--- src/rtl/wishbone_master_adapter_cpu_if.sv ---
`default_nettype none
// +----------------------------------------------------------------------------+
// | wishbone_master_adapter_cpu_if                                             |
// | Classic single-beat Wishbone bus between the CPU bridge and the NoC fabric.|
// | Revision: 1.0                                                              |
// +----------------------------------------------------------------------------+
interface wishbone_master_adapter_cpu_if;
  logic [31:0] addr;   // wb_addr_o
  logic [31:0] wdata;  // wb_data_o
  logic [31:0] rdata;  // wb_data_i
  logic        we;
  logic [3:0]  sel;
  logic        stb;
  logic        cyc;
  logic        ack;

  modport master (
    output addr, wdata, we, sel, stb, cyc,
    input  rdata, ack
  );

  modport slave (
    input  addr, wdata, we, sel, stb, cyc,
    output rdata, ack
  );
endinterface
`default_nettype wire

--- src/rtl/wishbone_master_adapter_cpu.sv ---
`default_nettype none
// +----------------------------------------------------------------------------+
// | wishbone_master_adapter_cpu                                                |
// | Bridges the RV32I load/store port onto a single-beat Wishbone master cycle.|
// | Optional ACK timeout: define WB_MASTER_TIMEOUT_EN.                         |
// | Revision: 1.0                                                              |
// +----------------------------------------------------------------------------+
module wishbone_master_adapter_cpu #(
  parameter int unsigned TIMEOUT_CYCLES = 255
) (
  input  logic        clk_i,
  input  logic        rst_n_i,
  input  logic        cpu_req_i,
  input  logic [31:0] cpu_addr_i,
  input  logic [31:0] cpu_wdata_i,
  input  logic        cpu_we_i,
  input  logic [3:0]  cpu_sel_i,
  output logic [31:0] cpu_rdata_o,
  output logic        cpu_ready_o,
  output logic        cpu_err_o,
  output logic        cpu_busy_o,
  wishbone_master_adapter_cpu_if.master wb
);

  if (TIMEOUT_CYCLES < 1 || TIMEOUT_CYCLES > 65535) begin : g_bad_timeout
    $error("TIMEOUT_CYCLES must be in 1..65535");
  end

  typedef enum logic [1:0] {
    ST_IDLE = 2'b00,
    ST_BUS  = 2'b01,
    ST_RESP = 2'b10
  } state_e;

  state_e      state_q, state_d;
  logic [31:0] addr_q,  addr_d;
  logic [31:0] wdata_q, wdata_d;
  logic [31:0] rdata_q, rdata_d;
  logic        we_q,    we_d;
  logic [3:0]  sel_q,   sel_d;
  logic        stb_q,   stb_d;
  logic        busy_q,  busy_d;
  logic        ready_q, ready_d;
  logic        tmo_hit;

  always_comb begin
    state_d = state_q;
    addr_d  = addr_q;
    wdata_d = wdata_q;
    we_d    = we_q;
    sel_d   = sel_q;
    rdata_d = rdata_q;
    ready_d = 1'b0;
    case (state_q)
      ST_IDLE: begin
        if (cpu_req_i) begin
          addr_d  = cpu_addr_i;
          wdata_d = cpu_wdata_i;
          we_d    = cpu_we_i;
          sel_d   = cpu_sel_i;
          state_d = ST_BUS;
        end
      end
      ST_BUS: begin
        // ACK beats a coincident terminal count
        if (wb.ack) begin
          if (!we_q) begin
            rdata_d = wb.rdata;
          end
          ready_d = 1'b1;
          state_d = ST_RESP;
        end else if (tmo_hit) begin
          rdata_d = '0;
          ready_d = 1'b1;
          state_d = ST_RESP;
        end
      end
      ST_RESP: state_d = ST_IDLE;
      default: state_d = ST_IDLE;
    endcase
    // Bus strobes are flops keyed off the next state, so they never glitch
    stb_d  = (state_d == ST_BUS);
    busy_d = (state_d == ST_BUS) || (state_d == ST_RESP);
  end

  always_ff @(posedge clk_i or negedge rst_n_i) begin
    if (!rst_n_i) begin
      state_q <= ST_IDLE;
      addr_q  <= '0;
      wdata_q <= '0;
      rdata_q <= '0;
      we_q    <= 1'b0;
      sel_q   <= 4'h0;
      stb_q   <= 1'b0;
      busy_q  <= 1'b0;
      ready_q <= 1'b0;
    end else begin
      state_q <= state_d;
      addr_q  <= addr_d;
      wdata_q <= wdata_d;
      rdata_q <= rdata_d;
      we_q    <= we_d;
      sel_q   <= sel_d;
      stb_q   <= stb_d;
      busy_q  <= busy_d;
      ready_q <= ready_d;
    end
  end

`ifdef WB_MASTER_TIMEOUT_EN
  localparam logic [15:0] TMO_LAST = 16'(TIMEOUT_CYCLES - 1);

  logic [15:0] tmo_q, tmo_d;
  logic        err_q, err_d;

  assign tmo_hit = (tmo_q == TMO_LAST);

  // Held at zero outside BUS, so every BUS entry starts from a clear count
  always_comb begin
    tmo_d = tmo_q;
    if (state_q != ST_BUS) begin
      tmo_d = '0;
    end else if (!wb.ack) begin
      tmo_d = tmo_q + 16'd1;
    end
    err_d = (state_q == ST_BUS) && !wb.ack && tmo_hit;
  end

  always_ff @(posedge clk_i or negedge rst_n_i) begin
    if (!rst_n_i) begin
      tmo_q <= '0;
      err_q <= 1'b0;
    end else begin
      tmo_q <= tmo_d;
      err_q <= err_d;
    end
  end

  assign cpu_err_o = err_q;
`else
  assign tmo_hit   = 1'b0;
  assign cpu_err_o = 1'b0;
`endif

  assign wb.addr     = addr_q;
  assign wb.wdata    = wdata_q;
  assign wb.we       = we_q;
  assign wb.sel      = sel_q;
  assign wb.stb      = stb_q;
  assign wb.cyc      = stb_q;
  assign cpu_rdata_o = rdata_q;
  assign cpu_ready_o = ready_q;
  assign cpu_busy_o  = busy_q;

endmodule
`default_nettype wire

--- src/flat_wrapper.sv ---
// flat-port wrapper written by rule: the top's interface ports become plain ports
module wishbone_master_adapter_cpu_flat 
#(
  parameter int unsigned TIMEOUT_CYCLES = 255
)
  (clk_i, rst_n_i, cpu_req_i, cpu_addr_i, cpu_wdata_i, cpu_we_i, cpu_sel_i, cpu_rdata_o, cpu_ready_o, cpu_err_o, cpu_busy_o, wb_addr, wb_wdata, wb_we, wb_sel, wb_stb, wb_cyc, wb_rdata, wb_ack);
  wishbone_master_adapter_cpu_if wb_i ();
  input  logic clk_i;
  input  logic rst_n_i;
  input  logic cpu_req_i;
  input  logic [31:0] cpu_addr_i;
  input  logic [31:0] cpu_wdata_i;
  input  logic cpu_we_i;
  input  logic [3:0] cpu_sel_i;
  output logic [31:0] cpu_rdata_o;
  output logic cpu_ready_o;
  output logic cpu_err_o;
  output logic cpu_busy_o;
  output wire logic [$bits(wb_i.addr)-1:0] wb_addr;
  output wire logic [$bits(wb_i.wdata)-1:0] wb_wdata;
  output wire logic [$bits(wb_i.we)-1:0] wb_we;
  output wire logic [$bits(wb_i.sel)-1:0] wb_sel;
  output wire logic [$bits(wb_i.stb)-1:0] wb_stb;
  output wire logic [$bits(wb_i.cyc)-1:0] wb_cyc;
  input wire logic [$bits(wb_i.rdata)-1:0] wb_rdata;
  input wire logic [$bits(wb_i.ack)-1:0] wb_ack;
  assign wb_addr = wb_i.addr;
  assign wb_wdata = wb_i.wdata;
  assign wb_we = wb_i.we;
  assign wb_sel = wb_i.sel;
  assign wb_stb = wb_i.stb;
  assign wb_cyc = wb_i.cyc;
  assign wb_i.rdata = wb_rdata;
  assign wb_i.ack = wb_ack;
  wishbone_master_adapter_cpu #(.TIMEOUT_CYCLES(TIMEOUT_CYCLES)) u_core (.clk_i(clk_i), .rst_n_i(rst_n_i), .cpu_req_i(cpu_req_i), .cpu_addr_i(cpu_addr_i), .cpu_wdata_i(cpu_wdata_i), .cpu_we_i(cpu_we_i), .cpu_sel_i(cpu_sel_i), .cpu_rdata_o(cpu_rdata_o), .cpu_ready_o(cpu_ready_o), .cpu_err_o(cpu_err_o), .cpu_busy_o(cpu_busy_o), .wb(wb_i));
endmodule
--- config.mk ---
export PLATFORM = sky130hd
export DESIGN_NAME = wishbone_master_adapter_cpu_flat
export DESIGN_NICKNAME = d
export VERILOG_FILES = /design/src/rtl/wishbone_master_adapter_cpu_if.sv /design/src/rtl/wishbone_master_adapter_cpu.sv /design/src/flat_wrapper.sv
export SDC_FILE = /design/constraint.sdc
export NUM_CORES = 1
export LEC_CHECK = 0
export CAP_MARGIN = 20
export CORE_MARGIN = 3
export CORE_UTILIZATION = 35
export CTS_CLUSTER_DIAMETER = 200
export DETAILED_ROUTE_END_ITERATION = 8
export PLACE_DENSITY = 0.69
export SLEW_MARGIN = 20
export SYNTH_ARGS = -nofsm -noshare
export SYNTH_HDL_FRONTEND = slang
export SYNTH_SLANG_ARGS = --single-unit
--- constraint.sdc ---
create_clock -name clk_i -period 2.3 [get_ports clk_i]
set_input_delay 0.345 -clock clk_i [delete_from_list [all_inputs] [get_ports clk_i]]
set_output_delay 0.345 -clock clk_i [all_outputs]
set_load 0.05 [all_outputs]
# [Word-level counts from Yosys, hierarchy flattened]
# Cells that the tools add are included.
[word_totals] ff_bits=106 inputBits=105 out_inout_bits=106 elab_cells=22
[classes] n_eq_ne=3 n_mux=5 bitwise_logic=1 n_reduce_logical=4
[ops] cell="== test 2 x 1 -> 1 bit (second input constant)" count=2
[ops] cell="2-to-1 mux 2 bit" count=2
[ops] cell="case mux 2 bit (2 select lines)" count=1
[ops] cell="AND reduction 3 bit" count=1
[ops] cell="== test 2 bit (second input constant)" count=1
[ops] cell="logical NOT 2 bit" count=1
[ops] cell="2-to-1 mux 1 bit" count=2
[ops] cell="AND reduction 2 bit" count=1
[ops] cell="logical OR 1 bit" count=1
[ops] cell="NOT 1 bit" count=1

# [Longest topological paths before layout]
# Gate-level depths: netlist of run 1.
[depth] depth_word=4 depth_mapped=4 mapped_depth_nobuf=4

# [Least setup slack after synthesis of run 1]
# No wires, ideal clock.
[synth_path] kind="reg2reg" start="reg u_core.we_q, in the netlist u_core.wb.we" end="reg u_core.rdata_q[10], in the netlist u_core.cpu_rdata_o[10]" setup_ns=0.125 arrival_ns=1.510 required_ns=2.175 setup_slack_ns=0.665 path_stages_with_launch=5 path_buffers=2 synth_period_minus_slack_ns=1.635 cell_sequence="dfrtp_1 nor4bb_1 buf_2 buf_4 mux2_2"
[synth_between] elab_chain_len=2
[synth_lines] item="start, declared" line_no="wishbone_master_adapter_cpu.sv:39" source="logic we_q, we_d;"
[synth_lines] item="start signal, assigned" line_no="wishbone_master_adapter_cpu.sv:102" source="we_q <= we_d;"
[synth_lines] item="NOT 1 bit (no line)"
[synth_lines] item="AND reduction 3 bit (no line)"
[synth_lines] item="end signal, assigned" line_no="wishbone_master_adapter_cpu.sv:101" source="rdata_q <= rdata_d;"
[synth_lines] item="end, declared" line_no="wishbone_master_adapter_cpu.sv:38" source="logic [31:0] rdata_q, rdata_d;"
# Every way passes these cells.
# A chain may end at the register's enable or synchronous reset.

# [Final worst setup path of run 1]
[layout_path] start="reg u_core.we_q, in the netlist u_core.wb.we" end="out wb_we"
[layout_rtl] item="end, declared" line_no="flat_wrapper.sv:21" source="output wire logic [$bits(wb_i.we)-1:0] wb_we;"
# No word-level cell between the ends.

==> qor.yml, run 1 <==
status:
  status: "complete, no violations"
global_route:
  grt_max_degree: 107
  grt_pass1_vias: 2960
  antenna_found_initial: 0
  grt.overflow.total: 0
  track_usage_pct: 15.6
  grt_pass1_wl_um: 15600
sta:
  post-route-min-period_ps: 1990
  grt_setup_unrepaired: "no"
  finalHoldViolations: 0
  tightest_slew_ps: 619
  max_freq_mhz: 503
  setup_tns_ps: 0
  hold_ws_ps: 18.9
  skew_ps: 6.73
  report.final.slew_viol_count: 0
  setup_viol: 0
  period_share_pct: 86.4
  relSlewSlack_pct: 58.7
layout:
  syn_to_final_growth_pct: 64.3
  layout-drive-gt1-share_pct: 24.7
  n_antenna_cell: 0
  layout.nets: 548
  fin_util_pct: 59.3
critical_path:
  start_kind: "flip-flop"
  r2r_setup_slack_ps: 690
  cp_cell_sequence: "clkdlybuf4s50_1"
  critPathMaxStageDelay_ps: 860
  critical_path_required_ps: 1960
  setup.worst_path.start: "u_core.wb.we$_DFFE_PN0P_"
  critPathTopFamily: "buffers and inverters"
  path_max_fanout: 3
  rr_startpoint: "u_core.state_q[1]$_DFF_PN0_"
  r2r_cells: 3
  worstSetupPathType: "flip-flop to output port"
  critPathCapture: "wb_we"
  cp.arrival_ps: 1640
  critical_path_depth: 1
  endpoint_kind: "output port"
  cpMaxStageDelayCell: "clkdlybuf4s50_1"
  r2r_end: "u_core.wb.addr[26]$_DFFE_PN0P_"
  critPathBufInv: 1
routing:
  drt-total-wl_um: 9690
  via_per_inst: 4.57
  wl_per_cell_um: 16.5
  drtAntennaViolNets: 0
  vias: 2680
  drtIter0Drc: 80
  first_pass_iters: 2
  drc: 0
run:
  cap_violations: 0
synth:
  synth_edf_count: 0
  synth-seq-cells: 106
  synth_cells: 231
  synth_common_cells: "106 x dfrtp_1, 89 x mux2_2, 12 x mux2_1"
  syn_area_per_cell_um2: 17.1
  synth_area_leaders: "dfrtp_1 67%, mux2_2 25%, mux2_1 3.4%"
  synth.yosys.seq_area_share_pct: 67.2
  synth-async-reset-ratio_pct: 100
  synth_cell_types: 15
  mappedNetlistNets: 337
  synth_area_um2: 3950
  synth_area_leader_cell: "dfrtp_1"
  yosysWarnings: 0
  synth_top_area_share_pct: 67.2
  yosysMostFrequentCell: "dfrtp_1"
  ys.flop_type: "dfrtp_1"
clock_tree:
  post_cts_resized: 0
  htreeDepth: 3
  cts_hold_buf: 0
  clock_latency_ps: 330
  clockRootBuffer: "clkbuf_16"
  clock_sinks: 106
  post_cts_buffers: 0
  cts-buffers-inserted: 9
  clockBufferDepth: 2
  cts.clk_slew.worst_paths_ps: 60
  tritoncts: "yes"
die:
  ioPinCount: 211
  die_h_um: 112
  core_area_um2: 10900
  die_w_um: 112
  num_rows: 38
  initial_core_util_pct: 36.1
  die_area_um2: 12600
hold_path:
  holdCritPathClass: "input pin to async pin"
placed_design:
  place.gp.congestion: 0.722
  io_buffers: 209
  hpwl_um: 7190
## area by class of cell
cell class | count | area [µm²]
Clock buffer | 13 | 260
Tap cell | 140 | 175
Timing Repair Buffer | 213 | 2160
Sequential cell | 106 | 2650
Fill cell | 921 | 4450
Inverter | 1 | 3.75
Multi-Input combinational cell | 111 | 1230
Clock inverter | 2 | 12.5
## state kept, by name, indices dropped and copies added (netlist names)
name,flops
u_core.wb.we,1
u_core.wb.addr,32
u_core.wb.wdata,32
u_core.wb.sel,4
u_core.cpu_rdata_o,32
u_core.cpu_ready_o,1
u_core.wb.cyc,1
u_core.state_q,2
u_core.cpu_busy_o,1
## routing by layer
metal  share of wire, %  GRT usage [%]
met1                 40           18.6
met2                 49           25.9
met3                9.1           5.93
met4                1.9           5.93
met5                  0              0
## placed cells by master (no fill, tap or decap)
cell	instances
nor3b_4	1
clkinv_2	1
clkbuf_16	9
clkbuf_1	2
buf_4	2
nor4bb_4	1
ha_1	1
inv_1	1
clkbuf_8	2
conb_1	1
dfrtp_1	106
a211oi_1	1
nand2_1	1
mux2_2	89
clkinvlp_4	1
clkdlybuf4s50_1	208
mux2_1	12
nor2_1	3
buf_12	3
or2_2	1
## through the flow
stage	setup slack [ps]	cells	cell area, µm²
2_1_floorplan	665	231	3950
3_3_place_gp	383	571	6210
3_5_place_dp	335	571	6210
4_1_cts	281	586	6490
5_1_grt	249	586	6490
6_report	313	586	6490
## how the worst min path moves through the flow
stage	from	end	slack [ps]	cells after the start
final	rst_n_i	u_core.wb.addr[9]$_DFFE_PN0P_	20	2
after global routing	rst_n_i	u_core.wb.addr[9]$_DFFE_PN0P_	100	2
after CTS	rst_n_i	u_core.wb.addr[9]$_DFFE_PN0P_	110	2
after detailed placement	rst_n_i	u_core.wb.addr[9]$_DFFE_PN0P_	470	2
after global placement	rst_n_i	u_core.wb.addr[9]$_DFFE_PN0P_	470	2
after floorplan	rst_n_i	u_core.cpu_busy_o$_DFF_PN0_	50	0
## kinds of logic (layout without fill, tap and decap cells)
logic type | count (synthesis) | in the layout | share of synthesized area (%)
multiplexers | 101 | 101 | 28.8
adder cells (fa/ha/maj) | 1 | 1 | 0.317
AO/OA/AOI/OAI | 1 | 1 | 0.190
buffers and inverters | 14 | 229 | 2.28
other | 1 | 1 | 0.0950
flip-flops | 106 | 106 | 67.2
AND/OR/NAND/NOR | 7 | 7 | 1.11
Power of run 1 is left out: the tool's default activity adds up to more than one toggle a clock period on the data nets, which glitch-free logic cannot reach.
==> run 2, diff against run 1 <==
--- a/config.mk
+++ b/config.mk
@@ -11,7 +11,6 @@
 export CTS_CLUSTER_DIAMETER = 200
 export DETAILED_ROUTE_END_ITERATION = 8
 export PLACE_DENSITY = 0.69
-export SLEW_MARGIN = 20
 export SYNTH_ARGS = -nofsm -noshare
 export SYNTH_HDL_FRONTEND = slang
 export SYNTH_SLANG_ARGS = --single-unit
==> results of run 2 <==
Final layout, timing and power as in run 1 (identical DEF).
Power of run 2 is left out for the same reason.
==> run 3, diff against run 2 <==
--- a/config.mk
+++ b/config.mk
@@ -10,7 +10,8 @@
 export CORE_UTILIZATION = 35
 export CTS_CLUSTER_DIAMETER = 200
 export DETAILED_ROUTE_END_ITERATION = 8
-export PLACE_DENSITY = 0.69
+export PLACE_DENSITY = 0.72
+export REMOVE_ABC_BUFFERS = 1
 export SYNTH_ARGS = -nofsm -noshare
 export SYNTH_HDL_FRONTEND = slang
 export SYNTH_SLANG_ARGS = --single-unit
==> constraint.sdc (replaced) <==
create_clock -name clk_i -period 1.65 [get_ports clk_i]
set_input_delay 0.2475 -clock clk_i [delete_from_list [all_inputs] [get_ports clk_i]]
set_output_delay 0.2475 -clock clk_i [all_outputs]
set_load 0.05 [all_outputs]
==> qor.yml, run 3 (synthesized netlist as in run 1, its figures left out) <==
sta:
  timing.final.ws_setup_ps: 76.8  # -236 ps
  setup_viol: 0  # unchanged
  period_share_pct: 95.3
  skew_ps: 8.26  # +1.53 ps
  report.final.slew_viol_count: 0  # unchanged
  post-route-min-period_ps: 1570
  finalHoldViolations: 0  # unchanged
  max_freq_mhz: 636
  grt_setup_unrepaired: "no"
  hold_ws_ps: 387  # +368 ps
layout:
  multi_input_area_um2: 1230  # unchanged
  syn_to_final_growth_pct: 59.5
  n_antenna_cell: 0  # unchanged
  seq_area_um2: 2650  # unchanged
  layout.nets: 553  # +0.91%
  final_common_cell: "buf_4"
  final_area_um2: 6300  # -2.9%
  nFillCells: 910  # -1.2%
  layout_common_cells: "109 x buf_4, 106 x dfrtp_1, 103 x clkdlybuf4s50_1, 89 x mux2_2, 12 x mux2_1"
  stdcell_count: 592  # +1.0%
  layout-drive-gt1-share_pct: 48.7  # +24 points
routing:
  first_pass_iters: 4  # +2
  drtIter0Drc: 72  # -10%
  wl_per_cell_um: 15.8  # -4.2%
  drtAntennaViolNets: 0  # unchanged
  drc: 0  # unchanged
  via_per_inst: 4.57  # about the same
  vias: 2708  # +1.0%
  drt-total-wl_um: 9380  # -3.2%
critical_path:
  start_kind: "flip-flop"
  path_max_fanout: 10  # +7
  worstSetupPathType: "flip-flop to flip-flop"
  endpoint_kind: "flip-flop"
  critical_path_required_ps: 1870  # -90 ps
  cp.arrival_ps: 1790  # +150 ps
  r2r_cells: 3  # unchanged
die:
  die_h_um: 112  # unchanged
  core_area_um2: 10900  # unchanged
  die_area_um2: 12600  # unchanged
  die_w_um: 112  # unchanged
  num_rows: 38  # unchanged
  initial_core_util_pct: 36.1  # unchanged
  ioPinCount: 211  # unchanged
global_route:
  grt_pass1_wl_um: 15200  # -2.6%
  grt.overflow.total: 0  # unchanged
  antenna_found_initial: 0  # unchanged
  grt_pass1_vias: 2978  # +0.61%
  track_usage_pct: 14.9  # -0.77 points
  grt_max_degree: 48  # -55%
placed_design:
  post-place-ws_ps: -184  # -519 ps
  io_buffers: 209  # unchanged
  hpwl_um: 7140  # -0.73%
  dp.cells: 575  # +0.70%
  place.gp.congestion: 0.765  # +5.9%
  placed_area_um2: 6010  # -3.3%
clock_tree:
  clockRootBuffer: "clkbuf_16"
  clockBufferDepth: 2  # unchanged
  cts-buffers-inserted: 9  # unchanged
  cts.clk_slew.worst_paths_ps: 70  # about the same
  tritoncts: "yes"
  htreeDepth: 3  # unchanged
  clock_sinks: 106  # unchanged
  clock_latency_ps: 330  # about the same
run:
  cap_violations: 0  # unchanged
hold_path:
  holdCritPathClass: "input pin to async pin"
status:
  status: "complete, no violations"
[run 3: cell types whose count changed in the layout (fill, tap and decap cells not counted)]
| cell | before | now |
|---|---|---|
| buf_12 | 3 | 5 |
| buf_4 | 2 | 109 |
| clkbuf_8 | 2 | 1 |
| clkdlybuf4s50_1 | 208 | 103 |
| clkinv_2 | 1 | 0 |
| clkinv_4 | 0 | 1 |
| dlygate4sd3_1 | 0 | 1 |
| inv_6 | 0 | 2 |
[run 3: worst paths after layout]
| path | startpoint | to | slack, ps |
|---|---|---|---|
| max in group asynchronous | rst_n_i | u_core.wb.addr[11]$_DFFE_PN0P_ | 680 |
| min | rst_n_i | u_core.wb.addr[20]$_DFFE_PN0P_ | 390 |
| max | u_core.state_q[1]$_DFF_PN0_ | u_core.cpu_rdata_o[8]$_DFFE_PN0P_ | 80 |
| min in group clk_i | u_core.wb.addr[11]$_DFFE_PN0P_ | u_core.wb.addr[11]$_DFFE_PN0P_ | 490 |
| max reg2reg | u_core.state_q[1]$_DFF_PN0_ | u_core.cpu_rdata_o[8]$_DFFE_PN0P_ | 80 |
| min reg2reg | u_core.wb.addr[11]$_DFFE_PN0P_ | u_core.wb.addr[11]$_DFFE_PN0P_ | 490 |
[run 3: layer usage]
metal	vias up	global-route usage, %	wire, µm
li1	1242	-	-
met1	1319	19.1	3860
met2	135	24.2	4540
met3	12	4.96	829
met4	0	4.09	149
met5	-	0	0
[run 3: timing repair]
| action | 4_1_cts | 5_1_grt |
|---|---|---|
| hold buffers | 1 | 0 |
| hold endpoints to repair | 28 | 0 |
| resized for setup | 0 | 0 |
| setup buffers | 0 | 0 |
[run 3: layout make-up]
cell class | count | share of cell area [%]
tap | 140 | 2.78
sequential | 106 | 42.1
clock inverter | 4 | 0.536
inverter | 1 | 0.0596
clock buffer | 12 | 3.91
multi-input combinational | 111 | 19.5
timing repair buffer | 218 | 31.1
[run 3: worst max-delay path, stage by stage, from the launching register on]
cell	delay [ps]
dfrtp_1	470
nor4bb_4	390
buf_4	250
mux2_2	350
[run 3: metrics by stage]
stage,setup TNS [ps],utilization [%]
finish,0,57.6
floorplan,-230700,-
CTS,0,57.6
global route,0,57.6
detailed placement,-15410,54.9
global placement,-13860,54.9
Power of run 3 is left out for the same reason.
